<file path="src/rtl/uart_byte_rx.sv">
// 8N1 UART receiver: recovers bytes from an asynchronous idle-high serial line
// and presents each good byte with a one-cycle strobe, or flags a bad stop bit.
module uart_byte_rx #(
    parameter int unsigned CLK_HZ = 48_000_000,
    parameter int unsigned BAUD   = 115_200
) (
    input  logic       i_clk,
    input  logic       i_rst_n,
    input  logic       i_rx,
    output logic [7:0] o_data,
    output logic       o_valid,
    output logic       o_frame_err,
    output logic       o_busy
);

    localparam int unsigned CLKS_PER_BIT = CLK_HZ / BAUD;
    localparam int unsigned CW           = $clog2(CLKS_PER_BIT);
    localparam logic [CW-1:0] HALF_LAST  = CW'(CLKS_PER_BIT / 2 - 1);
    localparam logic [CW-1:0] FULL_LAST  = CW'(CLKS_PER_BIT - 1);

    typedef enum logic [1:0] {
        IDLE  = 2'd0,
        START = 2'd1,
        DATA  = 2'd2,
        STOP  = 2'd3
    } state_t;

    state_t        state_q, state_d;
    logic          rx_sync1_q;
    logic          rx_s_q;
    logic          rx_prev_q;
    logic [CW-1:0] baud_cnt_q, baud_cnt_d;
    logic [2:0]    bit_idx_q, bit_idx_d;
    logic [7:0]    shift_q, shift_d;
    logic [7:0]    data_q, data_d;
    logic          valid_q, valid_d;
    logic          frame_err_q, frame_err_d;
    logic          rx_fall;
    logic          half_hit;
    logic          full_hit;

    // A falling edge needs rx_s to have been high the cycle before, so a
    // line stuck low after a frame error cannot restart reception.
    assign rx_fall  = rx_prev_q & ~rx_s_q;
    assign half_hit = (baud_cnt_q == HALF_LAST);
    assign full_hit = (baud_cnt_q == FULL_LAST);

    always_ff @(posedge i_clk) begin
        if (!i_rst_n) begin
            state_q     <= IDLE;
            rx_sync1_q  <= 1'b1;
            rx_s_q      <= 1'b1;
            rx_prev_q   <= 1'b1;
            baud_cnt_q  <= '0;
            bit_idx_q   <= '0;
            shift_q     <= '0;
            data_q      <= '0;
            valid_q     <= 1'b0;
            frame_err_q <= 1'b0;
        end else begin
            state_q     <= state_d;
            rx_sync1_q  <= i_rx;
            rx_s_q      <= rx_sync1_q;
            rx_prev_q   <= rx_s_q;
            baud_cnt_q  <= baud_cnt_d;
            bit_idx_q   <= bit_idx_d;
            shift_q     <= shift_d;
            data_q      <= data_d;
            valid_q     <= valid_d;
            frame_err_q <= frame_err_d;
        end
    end

    always_comb begin
        state_d = state_q;
        case (state_q)
            IDLE:    if (rx_fall) state_d = START;
            START:   if (half_hit) state_d = rx_s_q ? IDLE : DATA;
            DATA:    if (full_hit && (bit_idx_q == 3'd7)) state_d = STOP;
            STOP:    if (full_hit) state_d = IDLE;
            default: state_d = IDLE;
        endcase
    end

    always_comb begin
        baud_cnt_d  = baud_cnt_q + CW'(1);
        bit_idx_d   = bit_idx_q;
        shift_d     = shift_q;
        data_d      = data_q;
        valid_d     = 1'b0;
        frame_err_d = 1'b0;
        case (state_q)
            IDLE: begin
                baud_cnt_d = '0;
                bit_idx_d  = '0;
            end
            START: begin
                if (half_hit) begin
                    baud_cnt_d = '0;
                    bit_idx_d  = '0;
                end
            end
            DATA: begin
                if (full_hit) begin
                    shift_d[bit_idx_q] = rx_s_q;
                    baud_cnt_d         = '0;
                    bit_idx_d          = bit_idx_q + 3'd1;
                end
            end
            STOP: begin
                if (full_hit) begin
                    baud_cnt_d = '0;
                    if (rx_s_q) begin
                        data_d  = shift_q;
                        valid_d = 1'b1;
                    end else begin
                        frame_err_d = 1'b1;
                    end
                end
            end
            default: baud_cnt_d = '0;
        endcase
    end

    always_comb begin
        o_data      = data_q;
        o_valid     = valid_q;
        o_frame_err = frame_err_q;
        o_busy      = (state_q != IDLE);
    end

endmodule

</file>
<file path="config.mk">
export PLATFORM = sky130hd
export DESIGN_NAME = uart_byte_rx
export DESIGN_NICKNAME = d
export VERILOG_FILES = /design/src/rtl/uart_byte_rx.sv
export SDC_FILE = /design/constraint.sdc
export NUM_CORES = 1
export LEC_CHECK = 0
export BUFFER_PORTS_ARGS = -buffer_cell sky130_fd_sc_hd__buf_2
export CAP_MARGIN = 25
export CELL_PAD_IN_SITES_DETAIL_PLACEMENT = 0
export CELL_PAD_IN_SITES_GLOBAL_PLACEMENT = 1
export CORE_MARGIN = 10
export CORE_UTILIZATION = 35
export CTS_CLUSTER_SIZE = 14
export DETAILED_ROUTE_END_ITERATION = 8
export GPL_TIMING_DRIVEN = 1
export PLACE_DENSITY = 0.63
export SKIP_LAST_GASP = 1
export SYNTH_ARGS = -nofsm -noshare
export SYNTH_HDL_FRONTEND = slang
export SYNTH_SLANG_ARGS = --single-unit
</file>
<file path="constraint.sdc">
create_clock -name i_clk -period 5.2 [get_ports i_clk]
set_clock_uncertainty 0.15 [all_clocks]
set_input_delay 1.04 -clock i_clk [delete_from_list [all_inputs] [get_ports i_clk]]
set_output_delay 1.04 -clock i_clk [all_outputs]
set_load 0.005 [all_outputs]
</file>
# Word level (Yosys, flattened, before mapping)
# Index checks and enable logic that the tools add are counted.
dict set report classes {
  n_mux 17
  n_reduce_logical 11
  n_div 0
  n_addsub 2
  bitwise 2
  n_lt_le_gt_ge 2
  n_eq_ne 11
  shifts 0
  multipliers 0
}
# operator n
set op_table {}
lappend op_table {{one-hot mux 9 bit (3 select lines)} 1}
lappend op_table {{two-way mux 9 bit} 2}
lappend op_table {{two-way mux 2 bit} 5}
lappend op_table {{!= test 2 bit (second input constant)} 5}
lappend op_table {{adder 9 x 1 -> 9 bit (second input constant)} 1}
lappend op_table {{== test 9 x 8 -> 1 bit (second input constant)} 1}
lappend op_table {{== test 9 bit (second input constant)} 1}
lappend op_table {{one-hot mux 3 bit (3 select lines)} 1}
lappend op_table {{AND reduction 3 bit} 3}
lappend op_table {{bitwise mux 8 bit} 1}
lappend op_table {{one-hot mux 2 bit (4 select lines)} 1}
lappend op_table {{two-way mux 3 bit} 2}
lappend op_table {{== test 2 bit (second input constant)} 2}
lappend op_table {{less-than comparator 3 x 4 -> 1 bit (second input constant)} 1}
lappend op_table {{AND reduction 4 bit} 1}
lappend op_table {{adder 3 x 1 -> 3 bit (second input constant)} 1}
lappend op_table {{demux 1 bit (select 3 bit)} 1}
lappend op_table {{== test 3 bit (second input constant)} 1}
lappend op_table {{greater-or-equal comparator 3 x 1 -> 1 bit (second input constant)} 1}
lappend op_table {{two-way mux 1 bit} 3}
lappend op_table {{nonzero test 3 bit} 1}
lappend op_table {{== test 2 x 1 -> 1 bit (second input constant)} 1}
lappend op_table {{logical AND 1 bit} 2}
lappend op_table {{logical NOT 2 bit} 1}
lappend op_table {{other kinds (5)} 5}
dict set report word_totals {
  out_inout_bits 11
  romBits 0
  reg_bits 35
  memories 0
  latch_bits 0
  word_cells 55
  mem_bits_rw 0
}

# Depth between registers and ports, before layout
dict set report depth {
  depth_word 5
  mapped_depth 6
  mapped_depth_nobuf 5
}

# Worst setup path before layout
# OpenSTA, ideal clock, no wires.
dict set report synth_timing {
  kind {input-to-reg}
  from {input port i_rst_n}
  to {register state_q[0]}
  setup_time_ns 0.074
  path_stages 4
  path_buffers 2
  setup_slack_ns 3.188
  arrival_ns 1.788
  required_ns 4.976
  cell_sequence {clkbuf_1 > clkbuf_1 > o211ai_1 > a31oi_1}
}
# element line
set synth_lines {}
lappend synth_lines {{start: declaration} 8} ;# input logic i_rst_n,
lappend synth_lines {{end signal: assignment} 61} ;# state_q <= state_d;
lappend synth_lines {{end: declaration} 28} ;# state_t state_q, state_d;

==> summary.txt <==
final hold violations: 0
Detailed Route Iter0 Violations: 18
clk root buf: clkbuf_8
Tot Pwr: 0.534 mW
GRT overflow: 0
placed instance count: 206
Fill cells: 416
syn avg cell area: 10.0 um^2
IO Pins: 14
end of the worst hold path: rx_s_q
synth warn: 0
reg2reg end: shift_q[1]
Die ar.: 0.00734 mm^2
pins over their slew limit: 0
most frequent cells in the layout: dfxtp_1, nor2_1, mux2i_1, buf_2, nand2_1
Hold Path Origin: rx_sync1_q
Final ANT Viol Nets: 0
post_cts resized: 0
Rel. slew slack: 52.8%
critical path's largest stage delay: 0.43 ns
min cycle time layout: 2.36 ns
clock buffer depth: 2
commonest non-fill, non-tap cell in the layout: dfxtp_1
Synth Flop Type: dfxtp_1
DR vias/cell: 4.89
Net Sw Frac: 19.8%
slowest stage cell, crit path: dfxtp_1
Logic pwr share: 2.0%
Setup WS pre-CTS: 2.92 ns
synth unique cells: 40
DRT Pass-1 Iters: 4
Switch Pwr: 0.106 mW
WS Path Type: reg -> out
per-cell routed wire length: 13.0 um
clk slew on worst S/H paths: 0.07 ns
Post-synth EDFFs: 0
final worst-path cycle share: 45.4%
Clk pwr share: 47.2%
diode count: 0
initial antenna violation count: 0
largest cells by area after synthesis: dfxtp_1, mux2i_1, nor2_1
routed vias: 1,047
die width: 85.7 um
unrepaired setup endpoints after global routing: no
maximum clock rate: 0.424 GHz
post-CTS setup buffer count: 0
R2R setup slack: 3.05 ns
worst skew pair latency: 0.29 ns
number of buffers inserted by hold repair at cts: 0
Pint: 0.428 mW
total CTS buffers: 5
effective utilization at floorplan: 37.0%
CP bufs+invs: 1
Syn Nets: 157
Post-Layout Cell Count: 214
hold path depth: 1
Gate Count Post-Synth: 151
Synth Register Bits: 35
Setup TNS: 0 ns
dpl hpwl: 1970 um
vias in the first global route: 1,045
core area: 0.00409 mm^2
cell area after synthesis: 0.00151 mm^2
Port Buffers: 13
Reg2Reg Depth: 5
Async S/R FF share, synth: 0%
WP data required: 4.01 ns
Worst EP arrival: 1.17 ns
crit-path max FO: 13
crit path cell chain: or2_2 > buf_2
final instance area: 0.00172 mm^2
crit end category: output port
largest area contributor in the netlist: dfxtp_1
largest net degree at the start of global routing: 18
startpoint types: flop
Top delay family on crit path: flip-flops
GPL Wtd Cong: 0.775
worst-margin pin slew: 0.703 ns
sequential share of power: 50.8%
Critical Path Stages: 2
Area Growth Syn to Fin: 14.0%
hold_ws: 0.258 ns
post-synthesis sequential area ratio: 46.4%
Sink Count: 35
Tot GR Track Use: 8.09%
Max VDD drop: 0.214 mV
placed inst area: 0.00160 mm^2
residual DRC count: 0
status: completed
power density cells: 310 mW/mm^2
first-pass GRT wire length: 4770 um
H-tree depth: 2
fin nets: 169
max-cap violations: 0
final core occ: 42.1%
Min-Delay Path Class: reg -> reg
Reg-to-Reg Start: baud_cnt_q[0]
final setup fails: 0
CTS tree: built
layout cells sized above 1: 17.1%
final worst slack: 2.84 ns
leakage: 0.680 nW
Die Ht: 85.7 um
# rows: 23
total wire length: 2790 um
Synth top area share: 46.4%
[routing by layer]
metal  GRT usage (%)  vias to the layer above  share of wire (%)
met5               0                        -                  0
met4            3.14                        0               0.68
met3            4.35                        2                4.4
met2            13.1                       11                 47
met1            8.68                      477                 48
li1                -                      557                  -
[flip-flops by register name, indices dropped and copies added (netlist names), named ones only]
| name | flops |
|---|---|
| baud_cnt_q | 9 |
| o_data | 8 |
| shift_q | 8 |
| bit_idx_q | 3 |
| o_frame_err | 1 |
| o_valid | 1 |
| rx_prev_q | 1 |
| rx_s_q | 1 |
| rx_sync1_q | 1 |
| state_q | 1 |
[Yosys cell counts (all sizes together) (3+ instances only)]
master / number
dfxtp: 35
nor2: 20
nor4: 3
nand2: 12
ha: 3
nand2b: 5
nand4: 4
nand3: 6
buf: 3
clkbuf: 5
xor2: 6
inv: 3
nor3: 3
nand4b: 3
mux2i: 16
[how the worst max path moves through the flow]
stage                    to  slack [ns]
2_1_floorplan    state_q[0]        3.19
3_3_place_gp   bit_idx_q[2]        2.95
3_5_place_dp   bit_idx_q[1]        2.92
4_1_cts              o_busy        2.83
5_1_grt              o_busy        2.76
6_report             o_busy        2.84
[final cells by class]
class / count / area, um^2 / share of cell area [%]
clock buffers: 6 / 82.6 / 4.80
flip-flops and latches: 35 / 701 / 40.7
multi-input cells: 105 / 764 / 44.4
repair buffers: 13 / 65.1 / 3.78
inverters: 3 / 11.3 / 0.654
clock inverters: 2 / 35.0 / 2.03
well taps: 50 / 62.6 / 3.63
[logic make-up (layout without fill, tap and decap cells)]
logic type	Yosys count	after routing	synth area share (%)
multiplexers	16	16	10.6
AO/OA/AOI/OAI	11	11	6.30
adder cells (fa/ha/maj)	3	3	2.49
buffers and inverters	11	24	2.98
flip-flops	35	35	46.4
AND/OR/NAND/NOR	68	68	27.2
XOR/XNOR	7	7	4.06
[power groups by stage]
| stage | Combinational (mW) | Sequential, mW | Clock [mW] |
|---|---|---|---|
| global placement | 0.0109 | 0.278 | 0 |
| finish | 0.0107 | 0.271 | 0.252 |
| floorplan | 0.00891 | 0.276 | 0 |
| detailed placement | 0.0110 | 0.278 | 0 |
| CTS | 0.0109 | 0.271 | 0.259 |
| global route | 0.0119 | 0.272 | 0.271 |
[worst reg2reg max path: cells and delay by family (launching register included)]
| family | cells | cell delay (ns) |
|---|---|---|
| simple gates | 3 | 1.07 |
| flops | 1 | 0.40 |
| fa+ha+maj | 1 | 0.28 |
| mux | 1 | 0.20 |
Note: power is estimated with default switching activity, not from simulation.
